**config.mk**
```make
export PLATFORM = sky130hd
export DESIGN_NAME = branch_ctrl
export DESIGN_NICKNAME = d
export VERILOG_FILES = /design/src/rtl/branch_ctrl.sv
export SDC_FILE = /design/constraint.sdc
export NUM_CORES = 1
export LEC_CHECK = 0
export CORE_MARGIN = 2
export CORE_UTILIZATION = 49
export CTS_BUF_LIST = sky130_fd_sc_hd__clkbuf_4 sky130_fd_sc_hd__clkbuf_8 sky130_fd_sc_hd__clkbuf_16
export CTS_CLUSTER_SIZE = 10
export DETAILED_ROUTE_END_ITERATION = 16
export HOLD_SLACK_MARGIN = 0.08
export PLACE_DENSITY = 0.78
export SYNTH_ARGS = -nofsm -noshare
export SYNTH_HDL_FRONTEND = slang
export SYNTH_SLANG_ARGS = --single-unit
```
**constraint.sdc**
```tcl
create_clock -name i_clk -period 7.7 [get_ports i_clk]
set_input_delay 1.54 -clock i_clk [delete_from_list [all_inputs] [get_ports i_clk]]
set_output_delay 1.54 -clock i_clk [all_outputs]
set_load 0.005 [all_outputs]
```
**src/rtl/branch_ctrl.sv**
```systemverilog
// -----------------------------------------------------------------------------
// cotm32_pkg : shared core types (XLEN, branch-unit opcode) and the branch
//              compare function used by the branch unit.
// branch_ctrl: resolves one branch/jump at a time. A request is captured in
//              IDLE, evaluated in a single EVAL cycle, and a mispredict drives
//              a redirect handshake followed by FLUSH_CYCLES cycles of flush.
//
// Ports (branch_ctrl)
//   i_clk, i_rst          clock (rising edge), async active-high reset
//   i_req_valid/o_req_ready          request handshake (ready only in IDLE)
//   i_pc, i_imm, i_rs1, i_rs2, i_op  branch operands and compare condition
//   i_is_jal, i_is_jalr              unconditional jump flags (JALR wins)
//   i_pred_taken                     direction predicted by fetch
//   o_resolved_valid/_taken          one-cycle resolution pulse + direction
//   o_mispredict, o_misalign         resolution flags, valid with the pulse
//   o_redirect_valid/i_redirect_ready, o_redirect_pc   fetch redirect
//   o_flush, o_stall                 pipeline kill / hold
//   o_branch_count, o_mispredict_count   wrapping statistics counters
// -----------------------------------------------------------------------------
package cotm32_pkg;

    localparam int XLEN = 32;

    // Encodings follow the RISC-V funct3 field; 3'b010/3'b011 are undefined.
    typedef enum logic [2:0] {
        BU_BEQ  = 3'b000,
        BU_BNE  = 3'b001,
        BU_BLT  = 3'b100,
        BU_BGE  = 3'b101,
        BU_BLTU = 3'b110,
        BU_BGEU = 3'b111
    } bu_op_t;

    // Branch unit compare; any undefined opcode resolves as not taken.
    function automatic logic bu_take(input bu_op_t op,
                                     input logic [XLEN-1:0] a,
                                     input logic [XLEN-1:0] b);
        case (op)
            BU_BEQ:  bu_take = (a == b);
            BU_BNE:  bu_take = (a != b);
            BU_BLT:  bu_take = ($signed(a) <  $signed(b));
            BU_BGE:  bu_take = ($signed(a) >= $signed(b));
            BU_BLTU: bu_take = (a <  b);
            BU_BGEU: bu_take = (a >= b);
            default: bu_take = 1'b0;
        endcase
    endfunction

endpackage

module branch_ctrl
    import cotm32_pkg::*;
#(
    parameter int FLUSH_CYCLES = 2
) (
    input  logic            i_clk,
    input  logic            i_rst,
    input  logic            i_req_valid,
    output logic            o_req_ready,
    input  logic [XLEN-1:0] i_pc,
    input  logic [XLEN-1:0] i_imm,
    input  logic [XLEN-1:0] i_rs1,
    input  logic [XLEN-1:0] i_rs2,
    input  bu_op_t          i_op,
    input  logic            i_is_jal,
    input  logic            i_is_jalr,
    input  logic            i_pred_taken,
    output logic            o_resolved_valid,
    output logic            o_resolved_taken,
    output logic            o_mispredict,
    output logic            o_misalign,
    output logic            o_redirect_valid,
    input  logic            i_redirect_ready,
    output logic [XLEN-1:0] o_redirect_pc,
    output logic            o_flush,
    output logic            o_stall,
    output logic [31:0]     o_branch_count,
    output logic [31:0]     o_mispredict_count
);

    localparam logic [1:0] S_IDLE     = 2'd0;
    localparam logic [1:0] S_EVAL     = 2'd1;
    localparam logic [1:0] S_REDIRECT = 2'd2;
    localparam logic [1:0] S_FLUSH    = 2'd3;

    // The flush counter holds "cycles remaining minus one", so it needs to
    // represent FLUSH_CYCLES-1; keep at least one bit for FLUSH_CYCLES <= 1.
    localparam int CNT_W = (FLUSH_CYCLES < 2) ? 1 : $clog2(FLUSH_CYCLES);
    localparam logic [CNT_W-1:0] FLUSH_LOAD =
        (FLUSH_CYCLES > 0) ? CNT_W'(FLUSH_CYCLES - 1) : '0;

    logic [1:0]       state_q, state_d;
    logic [XLEN-1:0]  pc_q, pc_d;
    logic [XLEN-1:0]  imm_q, imm_d;
    logic [XLEN-1:0]  rs1_q, rs1_d;
    logic [XLEN-1:0]  rs2_q, rs2_d;
    bu_op_t           op_q, op_d;
    logic             jal_q, jal_d;
    logic             jalr_q, jalr_d;
    logic             pred_q, pred_d;
    logic [XLEN-1:0]  redirect_pc_q, redirect_pc_d;
    logic [CNT_W-1:0] flush_cnt_q, flush_cnt_d;
    logic [31:0]      branch_count_q, branch_count_d;
    logic [31:0]      mispredict_count_q, mispredict_count_d;

    // Resolution of the captured request; only meaningful in EVAL.
    logic             taken;
    logic [XLEN-1:0]  jalr_sum;
    logic [XLEN-1:0]  target;
    logic [XLEN-1:0]  next_pc;
    logic             misalign;
    logic             mispredict_raw;
    logic             need_redirect;

    always_comb begin
        jalr_sum       = rs1_q + imm_q;
        taken          = jal_q | jalr_q | bu_take(op_q, rs1_q, rs2_q);
        target         = jalr_q ? {jalr_sum[XLEN-1:1], 1'b0} : (pc_q + imm_q);
        next_pc        = taken ? target : (pc_q + XLEN'(4));
        misalign       = taken & target[1];
        // JALR targets are never predicted, so it always redirects.
        mispredict_raw = (taken != pred_q) | jalr_q;
        need_redirect  = mispredict_raw & ~misalign;
    end

    always_comb begin
        // NOTE: every _d gets its hold value first so no path leaves a
        // variable unassigned, which would otherwise infer a latch.
        state_d            = state_q;
        pc_d               = pc_q;
        imm_d              = imm_q;
        rs1_d              = rs1_q;
        rs2_d              = rs2_q;
        op_d               = op_q;
        jal_d              = jal_q;
        jalr_d             = jalr_q;
        pred_d             = pred_q;
        redirect_pc_d      = redirect_pc_q;
        flush_cnt_d        = flush_cnt_q;
        branch_count_d     = branch_count_q;
        mispredict_count_d = mispredict_count_q;

        case (state_q)
            S_IDLE: begin
                if (i_req_valid) begin
                    pc_d    = i_pc;
                    imm_d   = i_imm;
                    rs1_d   = i_rs1;
                    rs2_d   = i_rs2;
                    op_d    = i_op;
                    jal_d   = i_is_jal;
                    jalr_d  = i_is_jalr;
                    pred_d  = i_pred_taken;
                    state_d = S_EVAL;
                end
            end
            S_EVAL: begin
                branch_count_d = branch_count_q + 32'd1;
                if (need_redirect) begin
                    redirect_pc_d = next_pc;
                    state_d       = S_REDIRECT;
                end else begin
                    state_d = S_IDLE;
                end
            end
            S_REDIRECT: begin
                if (i_redirect_ready) begin
                    mispredict_count_d = mispredict_count_q + 32'd1;
                    flush_cnt_d        = FLUSH_LOAD;
                    state_d            = (FLUSH_CYCLES == 0) ? S_IDLE : S_FLUSH;
                end
            end
            default: begin // S_FLUSH
                if (flush_cnt_q == '0) begin
                    state_d = S_IDLE;
                end else begin
                    flush_cnt_d = flush_cnt_q - CNT_W'(1);
                end
            end
        endcase
    end

    // NOTE: non-blocking assignments so every register samples the values
    // from before this edge, independent of statement order.
    always_ff @(posedge i_clk or posedge i_rst) begin
        if (i_rst) begin
            state_q            <= S_IDLE;
            pc_q               <= '0;
            imm_q              <= '0;
            rs1_q              <= '0;
            rs2_q              <= '0;
            op_q               <= BU_BEQ;
            jal_q              <= 1'b0;
            jalr_q             <= 1'b0;
            pred_q             <= 1'b0;
            redirect_pc_q      <= '0;
            flush_cnt_q        <= '0;
            branch_count_q     <= '0;
            mispredict_count_q <= '0;
        end else begin
            state_q            <= state_d;
            pc_q               <= pc_d;
            imm_q              <= imm_d;
            rs1_q              <= rs1_d;
            rs2_q              <= rs2_d;
            op_q               <= op_d;
            jal_q              <= jal_d;
            jalr_q             <= jalr_d;
            pred_q             <= pred_d;
            redirect_pc_q      <= redirect_pc_d;
            flush_cnt_q        <= flush_cnt_d;
            branch_count_q     <= branch_count_d;
            mispredict_count_q <= mispredict_count_d;
        end
    end

    // All outputs are decoded from the state so an asynchronous reset
    // clears them in the same instant it forces IDLE.
    always_comb begin
        o_req_ready        = (state_q == S_IDLE);
        o_stall            = (state_q != S_IDLE);
        o_resolved_valid   = (state_q == S_EVAL);
        o_resolved_taken   = (state_q == S_EVAL) & taken;
        o_misalign         = (state_q == S_EVAL) & misalign;
        o_mispredict       = (state_q == S_EVAL) & need_redirect;
        o_redirect_valid   = (state_q == S_REDIRECT);
        o_redirect_pc      = (state_q == S_REDIRECT) ? redirect_pc_q : '0;
        o_flush            = (state_q == S_REDIRECT) | (state_q == S_FLUSH);
        o_branch_count     = branch_count_q;
        o_mispredict_count = mispredict_count_q;
    end

endmodule

```
==> flow_metrics.py, run 1 <==
metrics = {
    "run_status": {
        "status": "finished clean",
    },
    "flow_run": {
        "maxCapViolCount": 0,
    },
    "route": {
        "drt-initial-drc-count": 847,
        "met2WireLength_um": 16110,
        "drtPass1Iterations": 5,
        "vias": 11570,
        "viasPerCell": 5.617,
        "drt-met1-wl_um": 16700,
        "highest_layer": "met4",
        "dr_wl_met3_um": 2258,
        "drtAntennaViolNets": 0,
        "drc": 0,
        "wire_per_inst_um": 17.60,
        "wl_um": 36260,
    },
    "logic_synthesis": {
        "syn_avg_cell_area_um2": 9.841,
        "synth_edf_count": 0,
        "async_flop_share": 1.000,
        "synth_nets": 1672,
        "netlist_area_mm2": 0.01413,
        "yosys_warnings": 0,
        "synth_seq_cells": 233,
        "synth_ff_type": "dfrtp_1",
        "yosysSeqAreaShare": 0.4126,
        "syn-instance-count": 1436,
        "yosysUniqueCellTypes": 70,
    },
    "clock_network": {
        "holdBufCountCts": 0,
        "cts_max_path_buffers": 3,
        "clk_pin_slew_worst_paths_ns": 0.05,
        "cts_setup_buffers": 0,
        "cts_buffers": 28,
        "cts_tree": "built",
        "cts_root_buf": "clkbuf_16",
        "clock-sinks": 233,
        "insertion_delay_ns": 0.54,
        "htreeDepth": 1,
        "ctsResizeCount": 0,
    },
    "critical_path": {
        "crit_fanout": 55,
        "arrival_ns": 4.46,
        "worstSetupStartpointType": "flop",
        "critPathRequiredTime_ns": 6.16,
        "endpoint_kind": "primary output",
        "worstSetupPathType": "flop to primary output",
    },
    "global_route": {
        "grt_pass1_vias": 11292,
        "grt_pass1_wl_um": 58730,
        "grt_antenna_before_repair": 0,
        "grt_overflow": 0,
        "gr-usage-all-layers": 0.2381,
        "grt_start_max_net_pins": 167,
    },
    "floorplanning": {
        "die_h_um": 173.8,
        "rows": 62,
        "ioPinCount": 242,
        "start_util": 0.4950,
        "core_area_mm2": 0.02855,
        "dieArea_mm2": 0.03022,
        "fp.dieW_um": 173.8,
    },
    "layout": {
        "final_cell_mix": "clkdlybuf4s50_1, dfrtp_1, nand2_1, mux2_2, o21ai_0",
        "fin_util": 0.6207,
        "diodes": 0,
        "final_common_cell": "clkdlybuf4s50_1",
        "syn2layout_area_growth_pct": 25.38,
        "layout.nets": 1904,
        "final-instance-count-excl-fill": 2060,
        "final_layout_size_suffix_gt1_frac": 0.1008,
    },
    "placement": {
        "dp_slack_ns": 2.309,
        "hpwl_um": 27870,
        "port_buffers": 241,
        "gp_congestion": 0.8852,
        "placed_cells": 2022,
    },
    "sta": {
        "fmax_mhz": 166.7,
        "worst_pin_slew_ns": 1.057,
        "slew_viol_final": 0,
        "slew_headroom": 0.2952,
        "worst_slack_ns": 1.703,
        "setup_viol_count_final": 0,
        "rsz0062_at_grt": "no",
        "layout_min_cycle_time_ns": 5.997,
        "finalHoldViolCount": 0,
        "period_share": 0.7789,
        "skew_ns": 0.01761,
        "setup_tns_ns": 0,
    },
    "pwr": {
        "leakagePower_uw": 0.007715,
        "vdd_ir_drop_max_mv": 0.2563,
        "power_density_mw_per_mm2": 479.5,
        "fin_total_pwr_uw": 8496,
    },
    "worst_hold_path": {
        "worstHoldPathType": "flop to flop",
    },
}
[state kept, by name (all words and copies together), names as in the netlist]
register,cells
imm_q,32
o_branch_count,32
o_mispredict_count,32
pc_q,32
redirect_pc_q,32
rs1_q,32
rs2_q,32
op_q,3
state_q,2
flush_cnt_q,1
jal_q,1
jalr_q,1
pred_q,1
[through the flow]
step | hold WS, ns | area [µm²]
finish | 0.4694 | 17720
global route | 0.4960 | 17720
CTS | 0.4745 | 17720
detailed placement | 0.4631 | 16920
global placement | 0.4539 | 16920
floorplan | 0.4402 | 14140
[per-layer routing]
metal	track usage	vias up
met5	0	-
met3	0.02873	72
met4	0.07563	0
met1	0.3404	5529
met2	0.3788	421
li1	-	5548
[where the power goes]
part,switching [µW],internal (µW)
Sequential,513,1710
Clock,482,704
Combinational,2740,2340
Total,3740,4760
[logic make-up after synthesis]
kind of cell,count (synthesis),share of synthesized area
adders and majority gates,98,0.08783
muxes,129,0.1011
AOI/OAI and AO/OA,310,0.1356
buffers and inverters,111,0.03054
and+or+nand+nor,408,0.1412
xor gates and xnor gates,147,0.09110
DFF,233,0.4126
[cell usage after synthesis (10+ instances only)]
| cell | number | share of area |
|---|---|---|
| o31ai_1 | 10 | 0.0053 |
| xnor2_1 | 100 | 0.062 |
| o21ai_0 | 103 | 0.036 |
| nand4_1 | 37 | 0.016 |
| dfrtp_1 | 233 | 0.41 |
| and3_1 | 20 | 0.0089 |
| clkbuf_1 | 34 | 0.0090 |
| ha_1 | 96 | 0.085 |
| a21oi_1 | 80 | 0.028 |
| nor2b_1 | 11 | 0.0049 |
| nand3_1 | 35 | 0.012 |
| and2_1 | 40 | 0.018 |
| a31oi_1 | 13 | 0.0058 |
| mux2i_1 | 24 | 0.017 |
| nor2_1 | 68 | 0.018 |
| xor2_1 | 47 | 0.029 |
| nor3_1 | 17 | 0.0060 |
| inv_1 | 63 | 0.017 |
| mux2_2 | 103 | 0.082 |
| a21o_1 | 31 | 0.016 |
| nand2_1 | 146 | 0.039 |
[worst max-delay path, cell delays in order, from the launching register on]
cell,delay [ns]
dfrtp_1,0.41
ha_1,0.40
nand4_1,0.28
nor4_4,0.27
nand3_1,0.19
xnor2_1,0.26
o32ai_1,0.16
mux2i_2,0.42
mux2i_1,0.39
nor2_4,0.06
buf_4,0.28
inv_2,0.22
clkdlybuf4s50_1,0.56
[worst paths after layout]
kind                                               start                            endpoint  slack, ns  cells past startpoint
max                                rs1_q[31]$_DFFE_PP0P_                        o_mispredict       1.70                     12
min                        redirect_pc_q[21]$_DFFE_PP0P_       redirect_pc_q[21]$_DFFE_PP0P_       0.47                      2
max reg2reg                        rs1_q[31]$_DFFE_PP0P_       redirect_pc_q[28]$_DFFE_PP0P_       3.80                     13
min reg2reg                redirect_pc_q[21]$_DFFE_PP0P_       redirect_pc_q[21]$_DFFE_PP0P_       0.47                      2
max in group asynchronous                          i_rst  o_mispredict_count[13]$_DFFE_PP0P_       4.70                      4
min in group asynchronous                          i_rst                imm_q[5]$_DFFE_PP0P_       1.55                      3
[cell type report]
class / count / area, µm²
timing repair buffer: 248 / 2477
clock buffer: 36 / 790.8
inverter: 65 / 247.7
clock inverter: 2 / 12.51
multi-input combinational: 1092 / 7880
sequential: 233 / 5831
fill: 2419 / 10830
tap: 384 / 480.5
(Power assumes the default switching activity.)
==> inputs of run 2 (changes only) <==
- clock period: 7.7 -> 5.2 ns (I/O delays scaled with it)
==> run 2 against run 1 <==
Global-route usage is 0.31 points higher. Clock skew down 0.0045 ns. Power rose by 50%. Sequential cell count is the same. Sequential share of layout area decreased by 0.16 points. Count of clock-buffer cells in the layout is 2 higher. Combinational power up 50%. Critical path type unchanged. Critical endpoint unchanged. Largest power group unchanged.
==> flow_metrics.py, run 2 (synthesized netlist as in run 1, its figures left out) <==
metrics = {
    "floorplanning": {
        "dieArea_mm2": 0.03022,
        "start_util": 0.4950,
        "fp.dieW_um": 173.8,
        "ioPinCount": 242,
        "die_h_um": 173.8,
        "core_area_mm2": 0.02855,
        "rows": 62,
    },
    "clock_network": {
        "clk_pin_slew_worst_paths_ns": 0.05,
        "cts_max_path_buffers": 3,
        "cts_buffers": 28,
        "cts_root_buf": "clkbuf_16",
        "insertion_delay_ns": 0.55,
        "clock-sinks": 233,
        "htreeDepth": 1,
        "cts_tree": "built",
    },
    "pwr": {
        "power_density_mw_per_mm2": 713.7,
        "fin_total_pwr_uw": 12710,
        "vdd_ir_drop_max_mv": 0.2663,
        "leakagePower_uw": 0.007757,
    },
    "sta": {
        "skew_ns": 0.01315,
        "fmax_mhz": 202.8,
        "slew_headroom": 0.5045,
        "setup_viol_count_final": 0,
        "period_share": 0.9482,
        "rsz0062_at_grt": "no",
        "worst_pin_slew_ns": 0.7355,
        "layout_min_cycle_time_ns": 4.931,
        "finalHoldViolCount": 0,
        "fin_hold_ws_ns": 0.4636,
        "setup_tns_ns": 0,
        "slew_viol_final": 0,
    },
    "critical_path": {
        "endpoint_kind": "primary output",
        "reg2reg_depth": 12,
        "worstPathCellList": "ha_1 -> nand4_2 -> nor4_4 -> nand3_2 -> a211oi_2 -> o32ai_1 -> mux2i_2 -> mux2i_2 -> nor2_4 -> inv_2 -> clkdlybuf4s50_1",
        "cp_slowest_cell": "clkdlybuf4s50_1",
        "crit_fanout": 11,
        "cp_num_buf_inv": 2,
        "r2r-start": "imm_q[0]$_DFFE_PP0P_",
        "worstSetupPathType": "flop to primary output",
        "worstSetupStartpointType": "flop",
        "critPathLaunch": "rs1_q[27]$_DFFE_PP0P_",
        "critPathTopFamily": "simple AND/OR/NAND/NOR gates",
        "critPathMaxStageDelay_ns": 0.54,
        "cpMostUsedCell": "mux2i_2",
        "r2r-end": "redirect_pc_q[30]$_DFFE_PP0P_",
        "cp.depth": 11,
        "arrival_ns": 3.89,
        "crit_path_end": "o_mispredict",
        "critPathRequiredTime_ns": 4.16,
        "rrSetupSlack_ns": 1.40,
    },
    "route": {
        "wire_per_inst_um": 17.87,
        "drt-initial-drc-count": 701,
        "highest_layer": "met4",
        "drtAntennaViolNets": 0,
        "drtPass1Iterations": 5,
        "drc": 0,
        "dr_wl_met3_um": 2607,
        "drt-met1-wl_um": 16800,
        "met2WireLength_um": 16730,
        "viasPerCell": 5.601,
        "vias": 11566,
        "wl_um": 36890,
    },
    "layout": {
        "final_layout_size_suffix_gt1_frac": 0.1053,
        "fin_util": 0.6238,
        "final_common_cell": "clkdlybuf4s50_1",
        "num-fill-cells": 2348,
        "regArea_mm2": 0.005831,
        "layout.nets": 1908,
        "diodes": 0,
        "syn2layout_area_growth_pct": 26.00,
        "final_cell_mix": "clkdlybuf4s50_1, dfrtp_1, nand2_1, mux2_2, o21ai_0",
        "multi_input_area_mm2": 0.007896,
    },
    "placement": {
        "port_buffers": 241,
        "gp_congestion": 0.9093,
        "hpwl_um": 28220,
    },
    "flow_run": {
        "maxCapViolCount": 0,
    },
    "worst_hold_path": {
        "worstHoldPathType": "flop to flop",
        "min_path_cells": 1,
    },
    "global_route": {
        "grt_overflow": 0,
        "grt_antenna_before_repair": 0,
        "grt_pass1_wl_um": 59150,
        "grt_start_max_net_pins": 114,
        "grt_pass1_vias": 11260,
        "gr-usage-all-layers": 0.2412,
    },
    "run_status": {
        "status": "finished clean",
    },
}
[run 2: report_power, final]
| group | internal, µW | switching, µW |
|---|---|---|
| Clock | 1070 | 719 |
| Sequential | 2530 | 756 |
| Combinational | 3510 | 4130 |
[run 2: worst reg2reg max path: cells and delay by family (launching register included)]
family                   cells  cell delay [ns]
flip-flops                   1             0.45
XOR/XNOR                     1             0.25
AND/OR/NAND/NOR              1             0.20
AO/OA/AOI/OAI                9             2.38
adder cells (fa/ha/maj)      1             0.40
[run 2: worst min-delay path by stage]
stage | slack (ns) | to | startpoint
2_1_floorplan | 0.44 | redirect_pc_q[0]$_DFFE_PP0P_ | redirect_pc_q[0]$_DFFE_PP0P_
3_3_place_gp | 0.45 | redirect_pc_q[17]$_DFFE_PP0P_ | redirect_pc_q[17]$_DFFE_PP0P_
3_5_place_dp | 0.46 | redirect_pc_q[17]$_DFFE_PP0P_ | redirect_pc_q[17]$_DFFE_PP0P_
4_1_cts | 0.47 | o_mispredict_count[31]$_DFFE_PP0P_ | o_mispredict_count[31]$_DFFE_PP0P_
5_1_grt | 0.48 | o_mispredict_count[31]$_DFFE_PP0P_ | o_mispredict_count[31]$_DFFE_PP0P_
6_report | 0.46 | o_mispredict_count[31]$_DFFE_PP0P_ | o_mispredict_count[31]$_DFFE_PP0P_
[run 2: layout make-up]
class,instances,area share
multi-input combinational,1092,0.4434
sequential,233,0.3274
timing repair buffer,252,0.1422
clock buffer,38,0.04560
tap,384,0.02698
inverter,65,0.01391
clock inverter,1,0.0004216
[run 2: metrics by stage]
stage	instance area, µm²	setup slack (ns)	cells
3_3_place_gp	16960	0.8515	2025
6_report	17810	0.2691	2065
4_1_cts	17780	0.1464	2064
3_5_place_dp	16960	0.7609	2025
5_1_grt	17810	0.01790	2065
2_1_floorplan	14140	1.110	1436
[run 2: repair_timing]
item                                    CTS  global route
endpoints found under the setup margin    0             1
gates resized for setup                   0             3
hold buffers                              0             0
buffers inserted                          0             1
endpoints found under the hold margin     0             0
[run 2: routing by layer]
metal / up-vias / GRT usage
li1: 5547 / -
met1: 5523 / 0.3429
met2: 434 / 0.3928
met3: 62 / 0.03114
met4: 0 / 0.05917
met5: - / 0
==> inputs of run 3 (changes only) <==
- PLACE_DENSITY: 0.78 -> not set
- PLACE_DENSITY_LB_ADDON: not set -> 0.08
==> run 3 against run 2 <==
Sequential power about the same. Wire length shrank 2.6%. Power fell by 0.20%. Cell area shrank 0.21%. Combinational power up 0.8%. Count of clock-buffer cells in the layout is 4 lower. First-iteration DRC count fell by 10%. Worst setup slack got worse by 0.035 ns. Non-clock buffer count decreased by 1. Largest cell class unchanged. Largest power group unchanged.
==> flow_metrics.py, run 3 (synthesized netlist as in run 1, its figures left out) <==
metrics = {
    "run_status": {
        "status": "finished clean",
    },
    "sta": {
        "fmax_mhz": 201.4,
        "slew_headroom": 0.3946,
        "period_share": 0.9550,
        "rsz0062_at_grt": "no",
        "worst_pin_slew_ns": 0.9081,
        "fin_hold_ws_ns": 0.4661,
        "slew_viol_final": 0,
        "setup_viol_count_final": 0,
        "layout_min_cycle_time_ns": 4.966,
        "skew_ns": 0.01512,
        "finalHoldViolCount": 0,
        "setup_tns_ns": 0,
    },
    "layout": {
        "final_layout_size_suffix_gt1_frac": 0.1019,
        "final-instance-count-excl-fill": 2063,
        "layout.nets": 1907,
        "syn2layout_area_growth_pct": 25.74,
        "final_area_mm2": 0.01777,
        "final_common_cell": "clkdlybuf4s50_1",
        "final_cell_mix": "clkdlybuf4s50_1, dfrtp_1, nand2_1, mux2_2, o21ai_0",
    },
    "placement": {
        "gp_congestion": 0.9297,
        "place_area_mm2": 0.01698,
        "placed_cells": 2025,
        "hpwl_um": 27750,
        "port_buffers": 241,
    },
    "pwr": {
        "p_sw_uw": 5636,
        "power_frac_comb": 0.607,
        "p_int_uw": 7048,
        "p_seq_frac": 0.257,
        "p_clk_frac": 0.135,
        "vdd_ir_drop_max_mv": 0.2910,
        "swShare": 0.4443,
        "leakagePower_uw": 0.007736,
        "power_density_mw_per_mm2": 713.8,
    },
    "clock_network": {
        "clock-sinks": 233,
        "cts_root_buf": "clkbuf_16",
        "ctsResizeCount": 0,
        "htreeDepth": 1,
        "cts_max_path_buffers": 3,
        "cts_setup_buffers": 0,
        "cts_tree": "built",
        "insertion_delay_ns": 0.54,
        "clk_pin_slew_worst_paths_ns": 0.05,
        "holdBufCountCts": 0,
        "cts_buffers": 28,
    },
    "route": {
        "drc": 0,
        "vias": 11285,
        "drtAntennaViolNets": 0,
        "wl_um": 35930,
        "drtPass1Iterations": 4,
        "viasPerCell": 5.470,
        "wire_per_inst_um": 17.42,
        "drt-initial-drc-count": 629,
    },
    "global_route": {
        "grt.busiest_layer": "met1",
        "grt_use_met3": 0.03180,
        "grt_pass1_wl_um": 58030,
        "grt_pass1_vias": 10929,
        "grt_overflow": 0,
        "met2_usage": 0.3521,
        "grt_util_met1": 0.3602,
        "gr-usage-all-layers": 0.2368,
        "grt_antenna_before_repair": 1,
        "grt_start_max_net_pins": 102,
    },
    "floorplanning": {
        "ioPinCount": 242,
        "fp.dieW_um": 173.8,
        "start_util": 0.4950,
        "rows": 62,
        "core_area_mm2": 0.02855,
        "die_h_um": 173.8,
        "dieArea_mm2": 0.03022,
    },
    "worst_hold_path": {
        "worstHoldPathType": "flop to flop",
    },
    "critical_path": {
        "critPathRequiredTime_ns": 4.16,
        "worstSetupPathType": "flop to primary output",
        "arrival_ns": 3.93,
        "worstSetupStartpointType": "flop",
        "endpoint_kind": "primary output",
        "crit_fanout": 11,
    },
    "flow_run": {
        "maxCapViolCount": 0,
    },
}
[run 3: changes by cell type in the layout (fill, tap and decap cells not counted), sizes merged]
cell	delta
diode	+1
clkbuf	-4
clkinvlp	-1
buf	-1
clkinv	+3
[run 3: per-layer routing]
metal  share of wire  up-vias
met4           0.029        0
met1            0.50     5359
met3           0.052       59
li1                -     5548
met5               0        -
met2            0.42      319
[run 3: metrics by stage]
step / setup WS, ns / total power [µW] / util
finish: 0.2338 / 12680 / 0.6225
global route: 0.04810 / 13750 / 0.6224
CTS: 0.1396 / 12690 / 0.6221
detailed placement: 0.7305 / 10910 / 0.5947
global placement: 0.8623 / 10760 / 0.5947
floorplan: 1.110 / 8668 / -
[run 3: path summary, 6_finish.rpt]
kind                                          startpoint                                end  slack, ns  depth (start not counted)
hold / removal             redirect_pc_q[11]$_DFFE_PP0P_      redirect_pc_q[11]$_DFFE_PP0P_       0.47                          2
min in group asynchronous                          i_rst  o_mispredict_count[6]$_DFFE_PP0P_       0.93                          2
setup / recovery                    rs1_q[1]$_DFFE_PP0P_                       o_mispredict       0.23                         11
hold reg to reg            redirect_pc_q[11]$_DFFE_PP0P_      redirect_pc_q[11]$_DFFE_PP0P_       0.47                          2
setup reg to reg                    imm_q[0]$_DFFE_PP0P_      redirect_pc_q[30]$_DFFE_PP0P_       1.35                         12
max in group asynchronous                          i_rst               pc_q[23]$_DFFE_PP0P_       3.27                          3
[run 3: worst max-delay path, stage by stage, from the launching register on]
cell and delay [ns]:
dfrtp_1 0.43, ha_1 0.33, nor2b_1 0.14, o211ai_1 0.16, a21oi_1 0.15, o311ai_0 0.40, o2111ai_1 0.27, mux2i_4 0.36
mux2i_1 0.39, nor2_4 0.07, inv_2 0.17, clkdlybuf4s50_1 0.53
[run 3: power by group through the flow]
stage / combinational (µW) / sequential (µW) / clock [µW]
3_3_place_gp: 7510 / 3260 / 0
5_1_grt: 8540 / 3370 / 1830
3_5_place_dp: 7610 / 3290 / 0
6_report: 7700 / 3260 / 1720
2_1_floorplan: 5670 / 2990 / 0
4_1_cts: 7660 / 3260 / 1770
[run 3: area by class of cell]
class / count / area, µm²
diodes: 1 / 2.502
clock buffers: 34 / 763.2
clock inverters: 3 / 18.77
fillers: 2461 / 10780
inverters: 65 / 247.7
multi-input cells: 1092 / 7889
flip-flops and latches: 233 / 5831
well taps: 384 / 480.5
repair buffers: 251 / 2537
